## src/rtl/ir_carrier_gen.sv

```systemverilog
// IR carrier generator: programmable period/high-time carrier with period-aligned
// mark/space gating, deferred reloads, and edge/period strobes.
module ir_carrier_gen #(
   parameter int unsigned DIV_W          = 16,
   parameter int unsigned DEFAULT_PERIOD = 1389,
   parameter int unsigned DEFAULT_HIGH   = 694
) (
   input  logic             In_Clock,
   input  logic             Reset,
   input  logic             Enable,
   input  logic [DIV_W-1:0] Period_In,
   input  logic [DIV_W-1:0] High_In,
   input  logic             Load,
   input  logic             Mod_In,
   output logic             Out_Clock,
   output logic             Carrier_Raw,
   output logic             Half_Tick,
   output logic             Period_Tick,
   output logic             Load_Pending
);

   localparam logic [DIV_W-1:0] DEF_PERIOD = DIV_W'(DEFAULT_PERIOD);
   localparam logic [DIV_W-1:0] DEF_HIGH   = DIV_W'(DEFAULT_HIGH);

   logic [DIV_W-1:0] count_q, count_d;
   logic [DIV_W-1:0] period_act_q, period_act_d;
   logic [DIV_W-1:0] high_act_q, high_act_d;
   logic [DIV_W-1:0] shadow_period_q, shadow_period_d;
   logic [DIV_W-1:0] shadow_high_q, shadow_high_d;
   logic             load_pending_q, load_pending_d;
   logic             gate_q, gate_d;
   logic             en_q, en_d;
   logic             out_clock_q, out_clock_d;
   logic             carrier_raw_q, carrier_raw_d;
   logic             half_tick_q, half_tick_d;
   logic             period_tick_q, period_tick_d;

   logic [DIV_W-1:0] period_clamp;
   logic [DIV_W-1:0] high_clamp;

   always_comb begin
      period_clamp = (Period_In < DIV_W'(2)) ? DIV_W'(2) : Period_In;
      high_clamp   = (High_In > period_clamp) ? period_clamp : High_In;

      count_d         = count_q;
      period_act_d    = period_act_q;
      high_act_d      = high_act_q;
      shadow_period_d = shadow_period_q;
      shadow_high_d   = shadow_high_q;
      load_pending_d  = load_pending_q;
      gate_d          = gate_q;
      en_d            = Enable;

      if (!Enable) begin
         // Idle: any pending or fresh request applies immediately; a fresh Load wins.
         count_d        = '0;
         gate_d         = 1'b0;
         load_pending_d = 1'b0;
         if (Load) begin
            period_act_d = period_clamp;
            high_act_d   = high_clamp;
         end else if (load_pending_q) begin
            period_act_d = shadow_period_q;
            high_act_d   = shadow_high_q;
         end
      end else if (!en_q) begin
         count_d = '0;
         gate_d  = Mod_In;
         if (Load) begin
            shadow_period_d = period_clamp;
            shadow_high_d   = high_clamp;
            load_pending_d  = 1'b1;
         end
      end else if (count_q == period_act_q - DIV_W'(1)) begin
         count_d        = '0;
         gate_d         = Mod_In;
         load_pending_d = 1'b0;
         if (Load) begin
            period_act_d = period_clamp;
            high_act_d   = high_clamp;
         end else if (load_pending_q) begin
            period_act_d = shadow_period_q;
            high_act_d   = shadow_high_q;
         end
      end else begin
         count_d = count_q + DIV_W'(1);
         if (Load) begin
            shadow_period_d = period_clamp;
            shadow_high_d   = high_clamp;
            load_pending_d  = 1'b1;
         end
      end

      // Outputs are registered from the post-edge count and settings.
      carrier_raw_d = Enable && (count_d < high_act_d);
      out_clock_d   = carrier_raw_d && gate_d;
      period_tick_d = Enable && (count_d == period_act_d - DIV_W'(1));
      half_tick_d   = Enable && (high_act_d != '0) && (high_act_d < period_act_d) &&
                      ((count_d == '0) || (count_d == high_act_d));
   end

   always_ff @(posedge In_Clock) begin
      if (Reset) begin
         count_q         <= '0;
         period_act_q    <= DEF_PERIOD;
         high_act_q      <= DEF_HIGH;
         shadow_period_q <= DEF_PERIOD;
         shadow_high_q   <= DEF_HIGH;
         load_pending_q  <= 1'b0;
         gate_q          <= 1'b0;
         en_q            <= 1'b0;
         out_clock_q     <= 1'b0;
         carrier_raw_q   <= 1'b0;
         half_tick_q     <= 1'b0;
         period_tick_q   <= 1'b0;
      end else begin
         count_q         <= count_d;
         period_act_q    <= period_act_d;
         high_act_q      <= high_act_d;
         shadow_period_q <= shadow_period_d;
         shadow_high_q   <= shadow_high_d;
         load_pending_q  <= load_pending_d;
         gate_q          <= gate_d;
         en_q            <= en_d;
         out_clock_q     <= out_clock_d;
         carrier_raw_q   <= carrier_raw_d;
         half_tick_q     <= half_tick_d;
         period_tick_q   <= period_tick_d;
      end
   end

   assign Out_Clock    = out_clock_q;
   assign Carrier_Raw  = carrier_raw_q;
   assign Half_Tick    = half_tick_q;
   assign Period_Tick  = period_tick_q;
   assign Load_Pending = load_pending_q;

endmodule

```

## config.mk

```make
export PLATFORM = sky130hd
export DESIGN_NAME = ir_carrier_gen
export DESIGN_NICKNAME = d
export VERILOG_FILES = /design/src/rtl/ir_carrier_gen.sv
export SDC_FILE = /design/constraint.sdc
export NUM_CORES = 1
export LEC_CHECK = 0
export CELL_PAD_IN_SITES_DETAIL_PLACEMENT = 2
export CELL_PAD_IN_SITES_GLOBAL_PLACEMENT = 2
export CORE_UTILIZATION = 33
export DETAILED_ROUTE_END_ITERATION = 16
export HOLD_SLACK_MARGIN = 0.03
export PLACE_DENSITY_LB_ADDON = 0.1
export REMOVE_ABC_BUFFERS = 1
export SLEW_MARGIN = 10
export SYNTH_ARGS = -nofsm -noshare
export SYNTH_HDL_FRONTEND = slang
export SYNTH_SLANG_ARGS = --single-unit
```

## constraint.sdc

```tcl
create_clock -name In_Clock -period 5.2 [get_ports In_Clock]
set_input_delay 0.78 -clock In_Clock [delete_from_list [all_inputs] [get_ports In_Clock]]
set_output_delay 0.78 -clock In_Clock [all_outputs]
set_load 0.02 [all_outputs]
```

==> flow_metrics.py, run 1 <==
metrics = {
    "synthesis": {
        "asyncSetResetFlopFracSynth": 0,
        "ys_top_cells_by_area": "dfxtp_1, ha_1, nor2_1",
        "netlist_area_um2": 6829,
        "synth_flop_cell": "dfxtp_1",
        "synth_top_family_by_area": "simple AND/OR/NAND/NOR gates",
        "syn_inst": 889,
        "synth_edf_count": 0,
        "ys_warn_count": 0,
        "yosys.area_share.adder": 0.09124,
        "synthMuxAreaShare": 0.04745,
        "post-synth-top-count-cell": "nor2_1",
        "synth_area_per_cell_um2": 7.682,
        "yosys_register_bits": 87,
        "synth-compound-area-share": 0.2070,
        "yosysTopAreaCellShare": 0.2550,
        "seq_area_frac_synth": 0.2550,
        "synth_common_cells": "nor2_1, dfxtp_1, nand2_1",
        "yosysTopAreaCell": "dfxtp_1",
        "yosys.area_share.simple": 0.2831,
        "synth_xor_area_frac": 0.05643,
        "synth_cell_type_count": 73,
    },
    "place": {
        "dp_cells": 1234,
        "dpl.hpwl_mm": 23.47,
        "io_buffers": 41,
        "routabilityCongestion": 0.9137,
    },
    "clocking": {
        "ctsHoldBuffers": 0,
        "cts_tree": "built",
        "cts_buffers": 9,
        "clock-sinks": 87,
        "cts_root_buf": "clkbuf_16",
        "clk_pin_slew_worst_paths_ns": 0.07,
        "htree_levels": 3,
        "clock_latency_ns": 0.36,
        "cts.path.max_buffers": 2,
    },
    "timing": {
        "clock_skew_ns": 0.008434,
        "setup_tns_ns": 0,
        "slew_headroom": 0.3323,
        "period_share": 0.9702,
        "fin_crit_ns": 5.045,
        "hold_viol": 0,
        "tightest_slew_ns": 0.9992,
        "fmax_mhz": 198.2,
        "finalMaxSlewViolations": 0,
        "setup_viol": 0,
    },
    "routing": {
        "drc": 0,
        "antenna_left": 0,
        "drt_iter0_drc": 389,
        "routedWlPerCell_um": 24.27,
        "vias_per_cell": 5.758,
        "drt_first_pass_iters": 4,
        "via_count": 7243,
        "wirelength_mm": 30.53,
    },
    "setup_path": {
        "end_kind": "flop",
        "critPathKind": "in2reg",
        "required_ns": 5.48,
        "startpoint_type": "input port",
        "arrival_ns": 5.32,
        "cp_max_fo": 6,
    },
    "finish": {
        "fin_cells": 1258,
        "multi_input_area_um2": 4865,
        "layout-drive-gt1-share": 0.1862,
        "area_growth_pct": 26.18,
        "antennaDiodeCount": 0,
        "ff_latch_area_um2": 1742,
        "final_nets": 1069,
        "nFillCells": 2312,
    },
    "die": {
        "io_pins": 42,
        "core_um2": 20230,
        "start_util": 0.3375,
        "die_y_um": 145.9,
        "die_w_um": 145.9,
        "rows": 52,
        "die_area_um2": 21270,
    },
    "global_route": {
        "antenna_found_initial": 0,
        "grt_pass1_vias": 7849,
        "grt_pass1_wl_mm": 46.53,
        "overflow": 0,
        "grt_max_degree": 82,
        "grtUsageTotal": 0.2864,
    },
    "power": {
        "p_total_mw": 2.059,
        "ir_worst_vdd_mv": 0.1458,
        "p_per_area_nw_per_um2": 239.0,
        "leakagePower_nw": 3.598,
    },
    "hold_path": {
        "hold_class": "reg2reg",
    },
    "run_status": {
        "status": "completed",
    },
    "run": {
        "cap_viol_max_count": 0,
    },
}
## placed cells by master (no fill, tap or decap), types with 6 or more instances in the layout
master and n:
a211o_1 13, a211oi_1 8, a21o_1 11, a21oi_1 46, a22oi_1 8, and2_1 7, and3_1 7, buf_4 89
clkbuf_16 10, clkdlybuf4s50_1 28, dfxtp_1 87, dlymetal6s2s_1 10, ha_1 48, inv_1 50, mux2_2 15, mux2i_1 11
nand2_1 79, nand2b_1 20, nand3_1 17, nand3b_1 9, nand4_1 17, nor2_1 99, nor2b_1 23, nor3_1 41
nor4_1 8, o21ai_0 16, o21ai_1 9, o221ai_1 9, o221ai_2 6, o22ai_1 20, or2_2 7, xnor2_1 21
xor2_1 23
## per-layer routing
layer,vias to the layer above,GRT usage,share of wire
li1,3398,-,-
met1,3646,0.3800,0.45
met2,159,0.4837,0.48
met3,40,0.03950,0.041
met4,0,0.07789,0.023
met5,-,0,0
## through the flow
| stage | utilization | setup WS (ns) | instance area (um2) | hold WS [ns] |
|---|---|---|---|---|
| 2_1_floorplan | - | -0.1340 | 6609 | 0.4300 |
| 3_5_place_dp | 0.3959 | -0.6962 | 8010 | 0.4598 |
| 5_1_grt | 0.4259 | -0.06667 | 8617 | 0.4928 |
| 4_1_cts | 0.4134 | 0.005495 | 8364 | 0.4706 |
| 6_report | 0.4259 | 0.1550 | 8617 | 0.4728 |
| 3_3_place_gp | 0.3959 | -0.4010 | 8010 | 0.4441 |
## sequential cells by signal, indices dropped and copies added, names as in the netlist
name and count:
shadow_high_q 16, Out_Clock 1, count_q 16, Load_Pending 1, Period_Tick 1, period_act_q 16, high_act_q 16, gate_q 1
en_q 1, Carrier_Raw 1, shadow_period_q 16, Half_Tick 1
## worst max-delay path, stage by stage
cell and delay (ns):
clkdlybuf4s50_1 0.46, nor3_2 0.27, nand4_1 0.17, nand2_2 0.12, inv_1 0.07, ha_1 0.18, nor2b_1 0.13, o21ai_1 0.13
a211oi_1 0.10, o31ai_2 0.20, nor2_2 0.09, nor2_2 0.15, buf_4 0.18, buf_4 0.12, mux2_2 0.40, o221ai_2 0.18
buf_4 0.17, inv_1 0.06, ha_1 0.29, and4_1 0.20, a21oi_1 0.16, a21oi_1 0.09, nor3_1 0.14, nand2_1 0.08
a31o_1 0.20, a211oi_2 0.21
## final timing paths
| check | start | cells past startpoint | slack (ns) | end |
|---|---|---|---|---|
| worst min register to register | shadow_high_q[4] | 2 | 0.47 | shadow_high_q[4] |
| worst max-delay path | Period_In[8] | 26 | 0.15 | Half_Tick |
| worst min-delay path | shadow_high_q[4] | 2 | 0.47 | shadow_high_q[4] |
| worst max register to register | period_act_q[1] | 21 | 0.15 | Half_Tick |
## report_power, final
| group | switching, mW | internal, mW |
|---|---|---|
| Combinational | 0.347 | 0.263 |
| Sequential | 0.0357 | 0.702 |
| Clock | 0.329 | 0.384 |
| Total | 0.711 | 1.35 |
## cell type report
| cell class | count | share of cell area |
|---|---|---|
| clock buffers | 9 | 0.02614 |
| clock inverters | 7 | 0.009874 |
| inverters | 50 | 0.02178 |
| multi-input cells | 700 | 0.5645 |
| flip-flops and latches | 87 | 0.2021 |
| well taps | 270 | 0.03920 |
| repair buffers | 135 | 0.1363 |
## timing repair
action                                  4_1_cts  5_1_grt
buffers inserted                              1        6
pin swaps                                     3       16
endpoints found under the setup margin        3        4
gates resized for setup                      13       45
cloned                                        0        1
## cell families after synthesis
logic type | after synthesis
AOI/OAI and AO/OA | 199
and+or+nand+nor | 378
muxes | 29
buffers and inverters | 102
DFF | 87
adders and majority gates | 50
xor gates and xnor gates | 44
No activity file was read; power rests on OpenSTA's default activity.
==> inputs of run 2 (changes only) <==
--- a/config.mk
+++ b/config.mk
@@ -16,3 +16,4 @@
 export SYNTH_ARGS = -nofsm -noshare
 export SYNTH_HDL_FRONTEND = slang
 export SYNTH_SLANG_ARGS = --single-unit
+export TNS_END_PERCENT = 5
==> results of run 2 <==
No change in the layout: final DEF, timing and power equal those of run 1.
==> inputs of run 3 (changes only) <==
--- a/config.mk
+++ b/config.mk
@@ -9,9 +9,9 @@
 export CELL_PAD_IN_SITES_GLOBAL_PLACEMENT = 2
 export CORE_UTILIZATION = 33
 export DETAILED_ROUTE_END_ITERATION = 16
+export GPL_TIMING_DRIVEN = 0
 export HOLD_SLACK_MARGIN = 0.03
 export PLACE_DENSITY_LB_ADDON = 0.1
-export REMOVE_ABC_BUFFERS = 1
 export SLEW_MARGIN = 10
 export SYNTH_ARGS = -nofsm -noshare
 export SYNTH_HDL_FRONTEND = slang
==> run 3 against run 2 <==
  * The run now ends with setup timing left
  * Non-clock buffer count up 8
  * Worst setup slack worse by 0.23 ns
  * Sequential share of layout area down 0.27 points
  * Wire length up 7.9%
==> flow_metrics.py, run 3 (synthesis results as in run 1) <==
metrics = {
    "run_status": {
        "status": "complete, but fails checks",
        "violations": "setup timing",
    },
    "finish": {
        "antennaDiodeCount": 0,
        "area_growth_pct": 28.45,
        "nFillCells": 2308,
        "ff_latch_area_um2": 1749,
        "layout_common_cells": "nor2_1, dfxtp_1, nand2_1",
        "fin_area_um2": 8772,
        "layout-drive-gt1-share": 0.1948,
        "final_nets": 1077,
        "multi_input_area_um2": 5116,
        "layout_commonest_cell": "nor2_1",
    },
    "routing": {
        "via_count": 7546,
        "drt_first_pass_iters": 5,
        "drc": 0,
        "wirelength_mm": 32.95,
        "vias_per_cell": 5.961,
        "routedWlPerCell_um": 26.03,
        "antenna_left": 0,
        "drt_iter0_drc": 395,
    },
    "timing": {
        "clock_skew_ns": 0.01897,
        "fin_ws_ns": -0.07139,
        "fin_crit_ns": 5.271,
        "setup_viol": 1,
        "fmax_mhz": 189.7,
        "holdWs_ns": 0.4775,
        "slew_headroom": 0.2608,
        "period_share": 1.014,
        "hold_viol": 0,
        "tightest_slew_ns": 1.109,
        "finalMaxSlewViolations": 0,
        "rsz0062_at_grt": "true",
        "setup_tns_ns": -0.07139,
    },
    "die": {
        "die_area_um2": 21270,
        "die_y_um": 145.9,
        "start_util": 0.3375,
        "io_pins": 42,
        "rows": 52,
        "die_w_um": 145.9,
        "core_um2": 20230,
    },
    "clocking": {
        "clock_latency_ns": 0.37,
        "ctsHoldBuffers": 0,
        "cts.path.max_buffers": 2,
        "clk_pin_slew_worst_paths_ns": 0.08,
        "cts_tree": "built",
        "cts_buffers": 9,
        "clock-sinks": 87,
        "cts_root_buf": "clkbuf_16",
        "htree_levels": 3,
    },
    "global_route": {
        "overflow": 0,
        "antenna_found_initial": 0,
        "grt_pass1_wl_mm": 48.05,
        "grt_pass1_vias": 7978,
        "grtUsageTotal": 0.2980,
        "grt_max_degree": 20,
    },
    "run": {
        "cap_viol_max_count": 0,
    },
    "setup_path": {
        "end_kind": "flop",
        "required_ns": 5.48,
        "arrival_ns": 5.55,
        "critPathKind": "in2reg",
        "cp_max_fo": 4,
        "setup.worst_path.start": "Period_In[5]",
        "r2r-start": "period_act_q[0]",
        "startpoint_type": "input port",
    },
    "power": {
        "leakagePower_nw": 3.459,
        "ir_worst_vdd_mv": 0.1570,
        "p_per_area_nw_per_um2": 234.9,
    },
    "hold_path": {
        "min-delay-start": "shadow_period_q[11]",
        "hold_class": "reg2reg",
    },
    "place": {
        "dpl.hpwl_mm": 23.77,
        "place_area_um2": 7567,
        "io_buffers": 40,
        "routabilityCongestion": 0.8940,
    },
    "synthesis": {
        "synth_nets": 975,
    },
}
-- run 3: critical path, stage by stage --
cell and delay [ns]:
dlygate4sd2_1 0.32, nor4_4 0.20, nand4_1 0.21, nand2_2 0.16, inv_2 0.07, ha_1 0.19
nor2b_1 0.13, o21ai_1 0.20, a211oi_2 0.10, o31ai_2 0.26, nor2_1 0.12, nor2_4 0.21
buf_4 0.16, buf_4 0.12, mux2_2 0.37, o221ai_1 0.53, inv_1 0.10, ha_1 0.35
nand4_1 0.09, or2_2 0.14, a21oi_1 0.04, nor3_1 0.16, nand2_1 0.09, a31o_1 0.22
a211oi_2 0.22
-- run 3: routing by layer --
layer | global-route usage | share of wire
met1 | 0.3890 | 0.44
met2 | 0.5026 | 0.49
met3 | 0.04044 | 0.041
met4 | 0.1011 | 0.029
met5 | 0 | 0
-- run 3: layout make-up --
type / instances / share of cell area
inverter: 50 / 0.02197
clock inverter: 7 / 0.009556
buffer: 49 / 0.03437
sequential: 87 / 0.1994
clock buffer: 9 / 0.02567
multi-input combinational: 700 / 0.5832
tap: 270 / 0.03851
timing repair buffer: 94 / 0.08729
-- run 3: path summary, 6_finish.rpt --
check | cells after the start | to | slack (ns)
worst min-delay path | 2 | shadow_period_q[11] | 0.48
worst max-delay path | 25 | Half_Tick | -0.07
worst min register to register | 2 | shadow_period_q[11] | 0.48
worst max register to register | 27 | Half_Tick | 0.04
-- run 3: what timing repair did --
action                     in CTS  in global routing
setup endpoints to repair       7                  4
gates cloned                    1                  0
gates resized for setup        78                 84
setup buffers                  24                 29
pin swaps                      20                 26
-- run 3: where the power goes --
part / total [mW] / switching [mW] / internal (mW)
clock: 0.688 / 0.343 / 0.346
sequential: 0.743 / 0.0419 / 0.701
combinational: 0.629 / 0.375 / 0.254
total: 2.06 / 0.760 / 1.30
-- run 3: per-stage QoR --
step | setup slack [ns] | cells | power (mW) | utilization
after floorplan | 0.08423 | 889 | 1.055 | -
after global placement | -1.813 | 1199 | 1.228 | 0.3740
after detailed placement | -2.210 | 1199 | 1.261 | 0.3740
after CTS | 0.01394 | 1240 | 1.997 | 0.4125
after global routing | -0.2307 | 1266 | 2.145 | 0.4335
final | -0.07139 | 1266 | 2.061 | 0.4335
==> edit 1, RTL diff (config.mk and constraints of run 3) <==
Put one more register stage on the output `Load_Pending`, without a reset. The value now appears one clock later. The other outputs are not delayed to match.
--- a/src/rtl/ir_carrier_gen.sv
+++ b/src/rtl/ir_carrier_gen.sv
@@ -133,7 +133,9 @@
    assign Carrier_Raw  = carrier_raw_q;
    assign Half_Tick    = half_tick_q;
    assign Period_Tick  = period_tick_q;
-   assign Load_Pending = load_pending_q;
+   always_ff @(posedge In_Clock) begin
+      Load_Pending <= load_pending_q;
+   end
 
 endmodule
 
Formal check against the unedited RTL: not equivalent (a bounded check fails within 4 cycles, from zero or initial values and one cycle with Reset high).
==> edit 1 against run 3 <==
Clock power is 2% higher; synthesized area up 0.29%; fmax increased by 3.2%; worst hold slack got worse by 0.0022 ns; worst setup slack gained 0.16 ns; final area rose by 1.9%; total power rose by 2.0%; sequential cell count up 1; synthesized cell count increased by 0.11%; utilization rose by 0.68 points; routed wire length rose by 0.32%.
==> edit 1: results (changes against run 3) <==
Outcome
  – Result of the run: finished, final reports clean (was complete, but fails checks)

Yosys
  – Xor and xnor area share after synthesis: 5.63% (was 5.64%)
  – Largest cells by area after synthesis: dfxtp_1, ha_1, nor2_1, nand2_1, a21oi_1 (unchanged)
  – Adder-cell share of the synthesized area: 9.10% (was 9.12%)
  – Sequential-to-total area share from yosys stat: 25.7% (was 25.5%)
  – Number of instances in the synthesized netlist: 890 (was 889)
  – Leading cell types by count after synthesis: nor2_1, dfxtp_1, nand2_1 (unchanged)

Setup path
  – Biggest fanout along the worst timing path: 10 (was 4)
  – Beginning of the critical path: period_act_q[0] (was Period_In[5])

GRT
  – Global-route usage over all layers: 29.6% (was 29.8%)
  – Vias in the first global route: 8114 (was 7978)
  – Global routing met1 resource utilization: 38.0% (was 38.9%)
  – Met2 track demand over resource: 50.8% (was 50.3%)

Final layout
  – Layout cell share with drive strength beyond 1: 21.6% (was 19.5%)
  – Number of nets in the finished design: 1088 (was 1077)
  – Number of filler cells placed in the layout: 2278 (was 2308)
  – Finished Layout Cells: 1277 (was 1266)

Drt
  – WL met1: 14.4 mm (was 14.6 mm)
  – Via-per-instance ratio: 5.88 (was 5.96)
  – Initial DRC count: 348 (was 395)
  – Metal2 WL: 16.4 mm (was 16.1 mm)
  – DRT Pass-1 Iters: 4 (was 5)

Timing
  – Slew at the pin closest to its max-slew limit: 1.15 ns (was 1.11 ns)
  – Setup Skew: 0.0217 ns (was 0.0190 ns)

Power and ir drop
  – Total leakage power: 0.00353 µW (was 0.00346 µW)

Placement
  – Final GP Congestion: 0.861 (was 0.894)
  – Placed cell count: 1200 (was 1199)
  – Cell Area, Placed: 7590 µm² (was 7570 µm²)
-- edit 1: path summary, 6_finish.rpt --
path                         end  slack, ns  depth (start not counted)
max                  Period_Tick       0.09                         19
min          shadow_period_q[13]       0.48                          2
max reg2reg          Period_Tick       0.09                         19
min reg2reg  shadow_period_q[13]       0.48                          2
-- edit 1: final cells by class --
cell class | count | area (µm²) | area share (%)
Buffer | 47 | 297 | 3.32
Clock inverter | 7 | 81.3 | 0.910
Clock buffer | 9 | 225 | 2.52
Tap cell | 270 | 338 | 3.78
Multi-Input combinational cell | 700 | 5180 | 58.0
Inverter | 50 | 193 | 2.16
Sequential cell | 88 | 1770 | 19.8
Timing Repair Buffer | 106 | 851 | 9.52
-- edit 1: worst register-to-register path: stages, from the launching register on --
cell	delay (ns)
dfxtp_4	0.37
inv_4	0.07
ha_4	0.15
or4b_4	0.46
buf_6	0.15
o31a_1	0.30
a211oi_2	0.18
o2111ai_2	0.17
or4_4	0.67
buf_2	0.26
a21oi_2	0.28
a21oi_2	0.10
ha_1	0.37
nand2b_1	0.18
a2111oi_1	0.41
nor3_1	0.13
o22ai_1	0.23
o21ai_1	0.10
a211o_1	0.31
nor3_2	0.16
-- edit 1: kinds of logic (layout without fill, tap and decap cells) --
kind of cell               count (synthesis)  count (layout)
and+or+nand+nor                          378             378
AOI/OAI and AO/OA                        199             199
buffers and inverters                    102             219
DFF                                       88              88
adders and majority gates                 50              50
muxes                                     29              29
xor gates and xnor gates                  44              44
-- edit 1: power breakdown --
part / switching [µW] / internal, µW
sequential: 43.9 / 710
combinational: 381 / 266
clock: 356 / 345
total: 781 / 1320
-- edit 1: repair_timing --
item / in CTS / in global routing
pin swaps: 12 / 34
setup buffers: 15 / 50
cloned: 0 / 1
setup endpoints to repair: 5 / 4
resized for setup: 81 / 96
==> edit 2, RTL diff (config.mk and constraints of run 3) <==
Made on the original files. `DIV_W`: 16 -> 20.
--- a/src/rtl/ir_carrier_gen.sv
+++ b/src/rtl/ir_carrier_gen.sv
@@ -1,7 +1,7 @@
 // IR carrier generator: programmable period/high-time carrier with period-aligned
 // mark/space gating, deferred reloads, and edge/period strobes.
 module ir_carrier_gen #(
-   parameter int unsigned DIV_W          = 16,
+   parameter int unsigned DIV_W          = 20,
    parameter int unsigned DEFAULT_PERIOD = 1389,
    parameter int unsigned DEFAULT_HIGH   = 694
 ) (
Ports: changed (resized High_In and Period_In); port bits go from 42 to 50. No check against the original RTL was run, so the function may have changed too.
==> edit 2 against run 3 <==
The flow still finishes with violations (negative setup slack); worst setup slack better by 0.0030 ns; fmax about the same; routed wire length rose by 23%; non-clock buffer count increased by 9; global-route usage is 0.97 points higher; cell count up 19%; final area is 18% higher; total power grew 19%; sequential cell count rose by 20; clock power increased by 13%; synthesized area rose by 20%; register-to-register slack better by 0.07 ns; sequential share of layout area rose by 0.74 points.
==> edit 2: results (changes against run 3) <==
Yosys
  – Largest cells by area after synthesis: dfxtp_1, ha_1, nor2_1, nand2_1, xnor2_1 (was dfxtp_1, ha_1, nor2_1, nand2_1, a21oi_1)
  – Leading cell types by count after synthesis: nor2_1, dfxtp_1, nand2_1 (unchanged)
  – Net count of the mapped netlist: 1181 (was 975)

Final layout
  – Count of multi-input combinational gates: 831 (was 700)
  – Sequential cell area: 2150 µm² (was 1750 µm²)
  – Fraction of area in clock buffers and inverters: 3.08% (was 3.52%)

GRT
  – Global Route met3 Usage: 3.46% (was 4.04%)
  – Global-route wire length before repair: 58.8 mm (was 48.1 mm)
  – Largest net degree at the start of global routing: 25 (was 20)
  – Met2 track demand over resource: 51.4% (was 50.3%)
  – Vias in the first global route: 9438 (was 7978)

Setup path
  – CP max stage cell: o211ai_1 (was o221ai_1)
  – Biggest fanout along the worst timing path: 6 (was 4)
  – Reg-to-Reg End: Period_Tick (was Half_Tick)
  – Beginning of the critical path: Period_In[19] (was Period_In[5])
  – Flop2flop setup slack: 0.11 ns (was 0.04 ns)

Timing
  – Worst setup margin: -0.0684 ns (was -0.0714 ns)
  – Total of endpoints with negative setup slack in the final report: 2 (was 1)

Power and ir drop
  – Largest vdd supply drop: 0.000172 V (was 0.000157 V)
  – Total leakage power: 0.00417 µW (was 0.00346 µW)

Clocking
  – Clock sink total: 107 (was 87)
  – Clock-pin slew reported for the worst setup and hold paths after clock tree synthesis: 0.10 ns (was 0.08 ns)

Outcome
  – Violated checks: negative setup slack (unchanged)
  – Result of the run: complete, but fails checks (unchanged)

Drt
  – Initial DRC count: 519 (was 395)
  – Vias after detailed routing: 9000 (was 7546)
[edit 2: cell count changes in the layout (fill, tap and decap cells not counted), moves of 12 or more]
cell and delta:
nor2_1 +12, nand2_1 +15, dfxtp_1 +19, xnor2_1 +15, buf_2 +12, ha_1 +12, mux2_2 -12, o21ai_0 +23
inv_1 +24, mux2i_1 +12, a211o_1 -13
[edit 2: how the worst min path moves through the flow]
stage,from,end,slack (ns),cells past startpoint
after global placement,shadow_period_q[9],shadow_period_q[9],0.45,2
after CTS,shadow_period_q[9],shadow_period_q[9],0.47,2
after detailed placement,shadow_period_q[9],shadow_period_q[9],0.45,2
after floorplan,shadow_period_q[7],shadow_period_q[7],0.44,2
after global routing,shadow_high_q[8],shadow_high_q[8],0.49,2
final,shadow_period_q[7],shadow_period_q[7],0.47,2
[edit 2: per-stage QoR]
step,utilization [%],power (µW),instances
global route,42.7,2550,1502
finish,42.7,2460,1502
detailed placement,37.4,1550,1447
global placement,37.4,1530,1446
CTS,40.8,2380,1479
floorplan,-,1290,1074
[edit 2: cell families after synthesis]
kind of cell               count (synthesis)  share of synthesized area [%]
AOI/OAI and AO/OA                        265                           22.3
xor gates and xnor gates                  67                           7.16
adders and majority gates                 62                           9.46
buffers and inverters                    136                           6.49
DFF                                      107                           26.1
muxes                                     27                           3.37
and+or+nand+nor                          410                           25.1
[edit 2: report_power, final]
part / switching [µW] / internal, µW / total, µW
logic: 469 / 302 / 771
clock network: 420 / 360 / 780
registers: 42.6 / 863 / 905
[edit 2: repair_timing]
| action | CTS | global route |
|---|---|---|
| hold buffers | 0 | 0 |
| gates cloned | 0 | 1 |
| pin swaps | 26 | 32 |
| hold endpoints to repair | 0 | 0 |
| setup endpoints to repair | 40 | 4 |
| buffers inserted | 18 | 24 |
| gates resized for setup | 190 | 64 |
